`src/rtl/sigma_np_win.sv`:
```
// ============================================================================
// sigma_np_win : windowed (block or sliding) accumulator of sign-magnitude
//                samples taken on syn_in rising edges; emits sum and mean.
// Revision     : 1.0  initial release
// ============================================================================
`default_nettype none

module sigma_np_win #(
    parameter  int DATA_W = 8,
    parameter  int LOG2_N = 4,
    localparam int OUT_W  = DATA_W + LOG2_N
) (
    input  logic                     clk,
    input  logic                     res,
    input  logic [DATA_W-1:0]        data_in,
    input  logic                     syn_in,
    input  logic                     mode,
    output logic signed [OUT_W-1:0]  data_out,
    output logic [DATA_W-1:0]        mean_out,
    output logic                     syn_out,
    output logic                     busy_fill
);

    localparam int                N         = 1 << LOG2_N;
    localparam logic [LOG2_N-1:0] CNT_LAST  = LOG2_N'(N - 1);
    localparam logic [LOG2_N:0]   FILL_FULL = (LOG2_N + 1)'(N);
    localparam logic [LOG2_N:0]   FILL_LAST = (LOG2_N + 1)'(N - 1);

    logic                    syn_d;
    logic                    mode_r;
    logic                    pend;
    logic                    s_v;
    logic signed [OUT_W-1:0] d_r;
    logic signed [OUT_W-1:0] sum;
    logic [LOG2_N-1:0]       cnt;
    logic [LOG2_N-1:0]       wr;
    logic [LOG2_N:0]         fill;
    logic [DATA_W-1:0]       win_buf [N];

    logic                    e_det;
    logic                    restart;
    logic signed [OUT_W-1:0] conv_mag;
    logic signed [OUT_W-1:0] conv;
    logic signed [OUT_W-1:0] oldest;
    logic signed [OUT_W-1:0] blk_sum;
    logic signed [OUT_W-1:0] win_sum;

    assign e_det    = syn_in & ~syn_d;
    assign restart  = mode ^ mode_r;
    // Negating the magnitude maps negative zero to 0 for free.
    assign conv_mag = {{(LOG2_N + 1){1'b0}}, data_in[DATA_W-2:0]};
    assign conv     = data_in[DATA_W-1] ? -conv_mag : conv_mag;
    assign oldest   = {{LOG2_N{win_buf[wr][DATA_W-1]}}, win_buf[wr]};
    assign blk_sum  = sum + d_r;
    assign win_sum  = sum + d_r - oldest;
    assign mean_out = data_out[OUT_W-1:LOG2_N];

    always_ff @(posedge clk or negedge res) begin
        if (!res) begin
            syn_d     <= 1'b0;
            mode_r    <= 1'b0;
            pend      <= 1'b0;
            s_v       <= 1'b0;
            d_r       <= '0;
            sum       <= '0;
            cnt       <= '0;
            wr        <= '0;
            fill      <= '0;
            data_out  <= '0;
            syn_out   <= 1'b0;
            busy_fill <= 1'b1;
            for (int i = 0; i < N; i++) begin
                win_buf[i] <= '0;
            end
        end else begin
            syn_d   <= syn_in;
            mode_r  <= mode;
            syn_out <= 1'b0;
            // A sample in flight across a mode change belongs to the old mode and is dropped.
            pend    <= e_det & ~restart;
            s_v     <= pend & ~restart;
            if (e_det) begin
                d_r <= conv;
            end

            if (restart) begin
                sum       <= '0;
                cnt       <= '0;
                wr        <= '0;
                fill      <= '0;
                busy_fill <= 1'b1;
                for (int i = 0; i < N; i++) begin
                    win_buf[i] <= '0;
                end
            end else if (s_v) begin
                if (!mode_r) begin
                    if (cnt == CNT_LAST) begin
                        data_out  <= blk_sum;
                        sum       <= '0;
                        cnt       <= '0;
                        syn_out   <= 1'b1;
                        busy_fill <= 1'b0;
                    end else begin
                        sum <= blk_sum;
                        cnt <= cnt + 1'b1;
                    end
                end else begin
                    sum         <= win_sum;
                    win_buf[wr] <= d_r[DATA_W-1:0];
                    wr          <= wr + 1'b1;
                    if (fill != FILL_FULL) begin
                        fill <= fill + 1'b1;
                    end
                    if (fill >= FILL_LAST) begin
                        data_out  <= win_sum;
                        syn_out   <= 1'b1;
                        busy_fill <= 1'b0;
                    end
                end
            end
        end
    end

endmodule

`default_nettype wire

```
`config.mk`:
```
export PLATFORM = sky130hd
export DESIGN_NAME = sigma_np_win
export DESIGN_NICKNAME = d
export VERILOG_FILES = /design/src/rtl/sigma_np_win.sv
export SDC_FILE = /design/constraint.sdc
export NUM_CORES = 1
export LEC_CHECK = 0
export BUFFER_PORTS_ARGS = -buffer_cell sky130_fd_sc_hd__buf_4
export CAP_MARGIN = 40
export CORE_ASPECT_RATIO = 1.2
export CORE_MARGIN = 8
export CORE_UTILIZATION = 28
export DETAILED_ROUTE_END_ITERATION = 10
export PLACE_DENSITY_LB_ADDON = 0.08
export RECOVER_POWER = 25
export SLEW_MARGIN = 5
export SYNTH_ARGS = -nofsm -noshare
export SYNTH_HDL_FRONTEND = slang
export SYNTH_SLANG_ARGS = --single-unit
```
`constraint.sdc`:
```
create_clock -name clk -period 11.7 [get_ports clk]
set_input_delay 0.585 -clock clk [delete_from_list [all_inputs] [get_ports clk]]
set_output_delay 0.585 -clock clk [all_outputs]
set_load 0.05 [all_outputs]
```
==> run_results.csv, run 1 <==
group,metric,value,unit
status,status,"finished with violations",
status,violations,"max-capacitance violations, max-slew violations",
synthesis,synth_top_flop_cell,"dfrtp_1",
run,drv_cap,2,
die,rows,74,
die,die_w,184,µm
synthesis,ys_async_sr_fraction,1.00,
timing,finalCriticalPeriod,5.56,ns
critical_path,crit_path_end_kind,"async pin",
timing,setup_viol,0,
grt,gr-total-overflow,0,
clocking,clock_latency,0.44,ns
placed_design,dp_hpwl,18500,µm
placed_design,port_buffers,33,
clocking,htreeDepth,4,
routing,viasPerCell,4.92,
synthesis,synth_edf_count,0,
placed_design,post-place-ws,7.22,ns
critical_path,crit_path_cell_trace,"clkbuf_1 -> clkbuf_1 -> buf_4 -> buf_16",
synthesis,synth_top_area_cell,"dfrtp_1",
synthesis,post-synth-top-count-cell,"dfrtp_1",
critical_path,cp_top_family,"buffers and inverters",
critical_path,path_buf_inv,4,
critical_path,crit_top_cell,"clkbuf_1",
routing,drcViolationCount,0,
grt,grt_max_degree,66,
die,coreArea,0.0337,mm²
routing,drtAntennaViolNets,0,
clocking,clock-sinks,182,
grt,antenna_found_initial,0,
finish,synthToLayoutAreaGrowth,13.2,%
finish,antennaDiodeCount,0,
synthesis,synthTopCellsByCount,"dfrtp_1 (181), o21ai_0 (171), nand3_1 (144)",
grt,grt_pass1_wl,43400,µm
finish,drive_above_1_share,0.131,
timing,hold_slack,0.293,ns
power,leakage,4.54,nW
timing,slew_viol_final,112,
routing,wirelength,26900,µm
worst_hold_path,holdPathEnd,"syn_d",
worst_hold_path,min-delay-path-class,"in2reg",
synthesis,syn_inst,933,
routing,initialDrtViolationCount,426,
timing,slew_headroom,-1.22,
routing,wl_met1,12300,µm
timing,fmax,0.180,GHz
die,die_area,0.0400,mm²
clocking,cts_buffers,17,
synthesis,synth_cell_types,64,
timing,period_share,0.475,
critical_path,slowest_delay,2.47,ns
clocking,clock_path_buffers,2,
timing,hold_violations,0,
synthesis,synth_area_leaders,"dfrtp_1 (48%), o21ai_0 (9.0%), mux4_2 (8.3%)",
clocking,clk_pin_slew,0.06,ns
routing,wl_met2,13500,µm
die,die_y,218,µm
critical_path,critPathMaxFanout,59,
clocking,cts_resized,0,
power,p_per_area,159,mW/mm²
synthesis,ys_seq_elements,182,
synthesis,yosysSeqAreaShare,0.480,
routing,maxUsedRoutingLayer,"met4",
synthesis,synth_nets,980,
timing,rsz0062_at_grt,"no",
finish,nets,968,
clocking,holdBufCountCts,0,
timing,worst_pin_slew,3.33,ns
die,initial_core_util,0.281,
synthesis,syn-cell-area,0.00949,mm²
synthesis,synth_top_area_frac,0.478,
critical_path,r2r_cells,13,
synthesis,ys.warnings.count,0,
worst_hold_path,min_delay_path_depth,1,
critical_path,rrSetupSlack,7.24,ns
placed_design,place.gp.congestion,0.772,
routing,first_pass_iters,4,
routing,num_vias,6825,
clocking,postCtsSetupBuffers,0,
power,vdd_drop_max,81.8,µV
critical_path,crit_slowest_cell,"clkbuf_1",
worst_hold_path,min-delay-start,"syn_in",
critical_path,r2r-end,"sum[10]",
critical_path,reg2reg_from,"wr[0]",
routing,wl_met3,676,µm
timing,final.setup_skew,0.00967,ns
synthesis,avgSynthCellArea,10.2,µm²
die,io_pins,34,
grt,grt_pass1_vias,7123,
grt,grt_util_all_layers,0.140,
critical_path,worst_ep_arrival_time,6.17,ns
timing,worst_slack,6.14,ns
clocking,cts-root-buf,"clkbuf_16",
clocking,cts_tree,"done",
critical_path,worstSetupPathType,"in2async",
timing,tns,0,ns
critical_path,cp-start-kind,"primary input",
critical_path,required,12.31,ns
routing,wl_per_cell,19.4,µm
[area by class of cell]
type                       count  area, µm²
inverter                      28        105
clock buffer                  18        429
multi-input combinational    648       4510
fill                        3517      23000
clock inverter                12        180
sequential                   182       4560
timing repair buffer          44        387
tap                          456        571
[stage by stage]
| step | util | cells | total power (W) | area (µm²) |
|---|---|---|---|---|
| global placement | 0.298 | 1352 | 0.00111 | 10000 |
| finish | 0.319 | 1388 | 0.00171 | 10700 |
| floorplan | - | 933 | 0.000990 | 9490 |
| detailed placement | 0.302 | 1358 | 0.00112 | 10200 |
| CTS | 0.320 | 1388 | 0.00174 | 10800 |
| global route | 0.319 | 1388 | 0.00180 | 10700 |
[state kept, by name, indices dropped and copies added, names as in the netlist]
name,count
mode_r,1
syn_d,1
s_v,1
wr,4
fill,5
busy_fill,1
cnt,4
sum,12
d_r,11
pend,1
win_buf,128
syn_out,1
data_out,12
[layer usage]
| metal | up-vias | GRT usage |
|---|---|---|
| met5 | - | 0 |
| met4 | 0 | 0.0393 |
| met3 | 23 | 0.0242 |
| met2 | 78 | 0.239 |
| met1 | 3390 | 0.180 |
| li1 | 3334 | - |
[how the worst max path moves through the flow]
stage,to,cells after the start,startpoint
5_1_grt,win_buf[69],4,res
3_3_place_gp,win_buf[35],9,mode_r
6_report,win_buf[95],4,res
3_5_place_dp,sum[10],13,wr[0]
2_1_floorplan,data_out[8],15,wr[0]
4_1_cts,sum[10],13,wr[0]
[logic make-up (layout without fill, tap and decap cells)]
family / Yosys count / after routing / share of synthesized area
DFF: 182 / 182 / 0.480
AOI/OAI and AO/OA: 242 / 242 / 0.143
and+or+nand+nor: 300 / 300 / 0.156
muxes: 51 / 51 / 0.109
xor gates and xnor gates: 20 / 20 / 0.0185
buffers and inverters: 103 / 102 / 0.0451
adders and majority gates: 35 / 35 / 0.0478
[report_power, final]
| part | switching [W] | leakage, nW | total, W | internal [W] |
|---|---|---|---|---|
| Sequential | 0.0000307 | 2.50 | 0.000690 | 0.000659 |
| Clock | 0.000259 | 0.292 | 0.000615 | 0.000356 |
| Combinational | 0.000268 | 1.75 | 0.000406 | 0.000138 |
| Total | 0.000558 | 4.54 | 0.00171 | 0.00115 |
[cells in the final DEF (no fill, tap or decap), drive strengths merged, types with 4 or more instances in the layout]
| cell | count |
|---|---|
| a21o | 9 |
| a21oi | 23 |
| a22oi | 4 |
| and2 | 5 |
| buf | 40 |
| bufinv | 4 |
| clkbuf | 22 |
| clkinv | 8 |
| dfrtp | 181 |
| ha | 33 |
| inv | 26 |
| mux2 | 4 |
| mux2i | 7 |
| mux4 | 40 |
| nand2 | 69 |
| nand2b | 16 |
| nand3 | 145 |
| nor2 | 23 |
| nor2b | 10 |
| nor3 | 8 |
| o21a | 5 |
| o21ai | 173 |
| or3 | 6 |
| xnor2 | 11 |
| xor2 | 9 |
[worst register-to-register path, cell delays in order, from the launching register on]
cell      delay [ns]
dfrtp_2         0.51
buf_4           0.54
mux4_2          0.62
mux4_2          0.47
ha_1            0.22
fa_1            0.39
nor2b_1         0.14
o21ai_0         0.11
a21boi_0        0.26
o21ai_0         0.15
a21oi_1         0.26
a31oi_1         0.14
mux2_2          0.29
a311oi_1        0.25
(Power assumes the default switching activity.)
==> run 2: changes to the inputs <==
- clock period: 11.7 -> 5.2 ns (I/O delays scaled with it)
==> run_results.csv, run 2 (synthesis gave the netlist of run 1 again) <==
group,metric,value,unit
clocking,htreeDepth,4,
placed_design,place.gp.congestion,0.740,
placed_design,port_buffers,33,
timing,period_share,0.807,
power,leakage,4.57,nW
die,initial_core_util,0.281,
routing,drtAntennaViolNets,0,
finish,most-common-layout-cells,"dfrtp_1 (180), o21ai_0 (171), nand3_1 (144)",
clocking,clock_path_buffers,2,
timing,rsz0062_at_grt,"no",
die,io_pins,34,
timing,final.setup_skew,0.0131,ns
routing,viasPerCell,4.94,
clocking,cts_resized,0,
critical_path,cp-start-kind,"flip-flop",
timing,worst_pin_slew,2.57,ns
finish,final_area,0.0108,mm²
grt,use_met3,0.0230,
clocking,postCtsSetupBuffers,0,
grt,grt_max_degree,98,
grt,grt_use_met1,0.182,
die,coreArea,0.0337,mm²
power,total_power,0.00386,W
placed_design,placed_area,0.0101,mm²
status,violations,"max-capacitance violations, max-slew violations",
timing,slew_headroom,-0.712,
finish,nets,975,
routing,wl_per_cell,19.2,µm
grt,antenna_found_initial,0,
finish,synthToLayoutAreaGrowth,13.5,%
placed_design,post-place-cells,1362,
critical_path,worst_ep_arrival_time,4.58,ns
finish,regMostFlops,"win_buf",
finish,drive_above_1_share,0.137,
timing,setup_viol,0,
critical_path,required,5.58,ns
grt,busiest_layer,"met2",
worst_hold_path,min-delay-path-class,"in2reg",
clocking,cts-root-buf,"clkbuf_16",
timing,hold_violations,0,
power,vdd_drop_max,199,µV
run,drv_cap,1,
routing,wirelength,26800,µm
timing,tns,0,ns
finish,largestRegisters,"win_buf x128, data_out x12, sum x12",
finish,mostFrequentLayoutCell,"dfrtp_1",
timing,worst_slack,1.00,ns
grt,gr-total-overflow,0,
clocking,clk_pin_slew,0.07,ns
routing,first_pass_iters,4,
power,p_per_area,358,mW/mm²
finish,final_cells,1397,
clocking,clock_latency,0.44,ns
die,die_y,218,µm
timing,fmax,0.238,GHz
placed_design,post-place-ws,0.988,ns
timing,finalCriticalPeriod,4.20,ns
timing,slew_viol_final,98,
critical_path,worstSetupPathType,"reg2reg",
routing,num_vias,6899,
grt,grt_pass1_vias,7169,
finish,antennaDiodeCount,0,
die,rows,74,
clocking,clock-sinks,182,
critical_path,critPathMaxFanout,4,
placed_design,dp_hpwl,18600,µm
grt,grt_pass1_wl,43700,µm
die,die_w,184,µm
grt,met2_usage,0.241,
clocking,cts_buffers,17,
routing,initialDrtViolationCount,444,
grt,grt_util_all_layers,0.141,
critical_path,crit_path_end_kind,"flip-flop",
finish,largest_register_ffs,128,
die,die_area,0.0400,mm²
clocking,cts_tree,"done",
status,status,"finished with violations",
routing,drcViolationCount,0,
[run 2: metal layers]
layer,share of wire,vias up
met3,0.027,25
met5,0,-
li1,-,3347
met4,0.015,0
met2,0.51,91
met1,0.45,3436
[run 2: final cells by class]
type / count / area (µm²)
Clock buffer: 20 / 467
Sequential cell: 182 / 4560
Tap cell: 456 / 571
Fill cell: 3503 / 22900
Clock inverter: 12 / 165
Timing Repair Buffer: 51 / 397
Multi-Input combinational cell: 648 / 4510
Inverter: 28 / 105
[run 2: timing repair]
| action | 4_1_cts | 5_1_grt |
|---|---|---|
| hold buffers | 3 | 0 |
| endpoints found under the setup margin | 0 | 0 |
| endpoints found under the hold margin | 104 | 0 |
[run 2: critical path: stages, from the launching register on]
cell and delay, ns:
dfrtp_1 0.40, ha_1 0.23, fa_1 0.41, a21o_1 0.18, a21oi_1 0.23, o21bai_1 0.12, a2111o_1 0.47, nand2_1 0.09
xnor2_1 0.09, ha_1 0.36, nand3_1 0.10, a211oi_1 0.24, or3b_2 0.47, mux2i_1 0.21, o21ai_0 0.18, mux4_2 0.31
nand2_1 0.07
[run 2: stage by stage]
stage | util | hold WS (ns)
2_1_floorplan | - | -0.0356
3_3_place_gp | 0.299 | 0.381
3_5_place_dp | 0.301 | 0.0949
4_1_cts | 0.321 | 0.115
5_1_grt | 0.320 | 0.144
6_report | 0.320 | 0.131
[run 2: where the power goes]
group | internal [W] | switching, W
clock | 0.000803 | 0.000600
combinational | 0.000306 | 0.000603
sequential | 0.00148 | 0.0000653
[run 2: final timing paths]
check | start | to | slack [ns] | cells past startpoint
worst max-delay path | d_r[0] | data_out[11] | 1.00 | 16
worst min-delay path | data_in[2] | d_r[2] | 0.13 | 3
worst max register to register | d_r[0] | data_out[11] | 1.00 | 16
worst min register to register | pend | s_v | 0.48 | 1
max in group asynchronous | res | win_buf[13] | 1.93 | 4
min in group asynchronous | res | d_r[5] | 0.26 | 2
==> run 3: changes to the inputs <==
- clock period: 5.2 -> 3.8 ns (I/O delays scaled with it)
==> run_results.csv, run 3 (synthesis gave the netlist of run 1 again) <==
group,metric,value,unit
routing,wl_per_cell,19.0,µm
die,die_area,0.0400,mm²
power,total_power,0.00561,W
clocking,clock_path_buffers,2,
routing,wl_met3,747,µm
grt,grt_util_all_layers,0.144,
finish,regMostFlops,"win_buf",
placed_design,port_buffers,33,
finish,most-common-layout-cells,"dfrtp_1 (180), o21ai_0 (168), nand3_1 (144)",
critical_path,cp-start-kind,"flip-flop",
clocking,cts_tree,"done",
die,coreArea,0.0337,mm²
critical_path,required,4.15,ns
critical_path,crit_top_cell,"mux4_2",
placed_design,dp_hpwl,18800,µm
finish,drive_above_1_share,0.203,
timing,slew_viol_final,93,
critical_path,crit_path_cell_trace,"buf_8 -> buf_12 -> buf_4 -> mux4_2 -> mux4_2 -> inv_2 -> ha_2 -> nor2_1 -> a211oi_2 -> or3b_4 -> mux2i_4 -> nor3_2 -> nand3b_1 -> a41oi_2",
critical_path,worst_ep_arrival_time,4.11,ns
routing,viasPerCell,4.89,
status,violations,"max-capacitance violations, max-slew violations",
critical_path,r2r_cells,14,
clocking,clock_latency,0.44,ns
die,rows,74,
power,p_per_area,497,mW/mm²
routing,drcViolationCount,0,
power,leakage,4.81,nW
critical_path,crit_cells,14,
die,die_y,218,µm
critical_path,path_buf_inv,4,
critical_path,r2r-end,"sum[9]",
worst_hold_path,min-delay-path-class,"in2reg",
finish,nets,1017,
clocking,htreeDepth,4,
timing,setup_viol,0,
grt,grt_pass1_wl,44500,µm
routing,initialDrtViolationCount,455,
grt,gr-total-overflow,0,
grt,grt_max_degree,94,
power,p_int,0.00379,W
clocking,cts-root-buf,"clkbuf_16",
routing,wirelength,27400,µm
timing,rsz0062_at_grt,"yes",
timing,final.setup_skew,0.00943,ns
routing,maxUsedRoutingLayer,"met4",
routing,wl_met1,12300,µm
timing,finalCriticalPeriod,3.76,ns
critical_path,reg2reg_from,"wr[0]",
die,io_pins,34,
run,drv_cap,1,
finish,largest_register_ffs,128,
clocking,clock-sinks,182,
clocking,cts_buffers,17,
grt,grt_pass1_vias,7276,
critical_path,cp_top_family,"multiplexers",
timing,worst_pin_slew,2.58,ns
critical_path,rrSetupSlack,0.04,ns
critical_path,crit_slowest_cell,"dfrtp_4",
power,p_sw_frac,0.325,
critical_path,crit_start,"wr[0]",
timing,period_share,0.990,
timing,fmax,0.266,GHz
finish,largestRegisters,"win_buf x128, data_out x12, sum x12",
routing,first_pass_iters,5,
die,die_w,184,µm
finish,antennaDiodeCount,0,
finish,mostFrequentLayoutCell,"dfrtp_1",
clocking,clk_pin_slew,0.07,ns
power,clkPwrFrac,0.360,
routing,wl_met2,13900,µm
power,vdd_drop_max,303,µV
critical_path,critPathCapture,"sum[9]",
routing,num_vias,7039,
status,status,"finished with violations",
critical_path,slowest_delay,0.54,ns
power,comb_power_share,0.264,
critical_path,critPathMaxFanout,6,
placed_design,place.gp.congestion,0.768,
routing,drtAntennaViolNets,0,
critical_path,crit_path_end_kind,"flip-flop",
die,initial_core_util,0.281,
finish,finish.utilization,0.335,
power,p_seq_frac,0.376,
finish,synthToLayoutAreaGrowth,19.2,%
timing,hold_violations,0,
timing,slew_headroom,-0.720,
power,p_switching,0.00182,W
critical_path,worstSetupPathType,"reg2reg",
grt,antenna_found_initial,0,
run 3: changes by cell type in the layout (fill, tap and decap cells not counted), sizes merged:
cell      delta
buf         +39
bufinv       +2
clkbuf       +1
clkinv       -1
clkinvlp     +1
run 3: worst min path at each step:
stage                     cells past startpoint  slack [ns]       start     end
final                                         3        0.07  data_in[4]  d_r[4]
after global routing                          3        0.09  data_in[2]  d_r[2]
after CTS                                     3        0.05  data_in[2]  d_r[2]
after detailed placement                      1        0.32      syn_in   syn_d
after global placement                        1        0.31      syn_in   syn_d
after floorplan                               0       -0.11         res  cnt[0]
run 3: power groups by stage:
stage / Clock, W / Combinational, W / Sequential, W
after floorplan: 0 / 0.000791 / 0.00226
after global placement: 0 / 0.00137 / 0.00216
after detailed placement: 0 / 0.00137 / 0.00216
after CTS: 0.00208 / 0.00142 / 0.00212
after global routing: 0.00216 / 0.00163 / 0.00213
final: 0.00202 / 0.00148 / 0.00211
run 3: worst reg2reg max path: cells and delay by family (launching register included):
kind                     cells  cell delay [ns]
AO/OA/AOI/OAI                2             0.49
adder cells (fa/ha/maj)      1             0.20
buffers and inverters        4             0.53
flip-flops                   1             0.54
multiplexers                 3             1.14
AND/OR/NAND/NOR              4             0.78
run 3: area by class of cell:
type	instances	area [µm²]
clock buffer	18	439
clock inverter	14	220
sequential	182	4560
timing repair buffer	93	749
inverter	28	105
fill	3488	22400
tap	456	571
multi-input combinational	648	4660
run 3: repair_timing:
action,CTS,global route
resized for setup,16,30
setup buffers,6,7
pin swaps,7,8
setup endpoints to repair,12,12
hold endpoints to repair,91,0
hold buffers,3,0
run 3: per-stage QoR:
step | TNS, ns | setup WS (ns) | area, µm² | cells | hold WS, ns
2_1_floorplan | -0.00101 | -0.00101 | 9510 | 933 | -0.106
3_3_place_gp | -1.30 | -0.216 | 10400 | 1392 | 0.312
3_5_place_dp | -1.68 | -0.288 | 10400 | 1393 | 0.315
4_1_cts | -0.0258 | -0.0258 | 11200 | 1433 | 0.0451
5_1_grt | -0.203 | -0.0956 | 11300 | 1439 | 0.0857
6_report | 0 | 0.0362 | 11300 | 1439 | 0.0661
run 3: metal layers:
| metal | GRT usage | vias up |
|---|---|---|
| li1 | - | 3430 |
| met4 | 0.0404 | 0 |
| met5 | 0 | - |
| met2 | 0.247 | 94 |
| met1 | 0.183 | 3491 |
| met3 | 0.0250 | 24 |
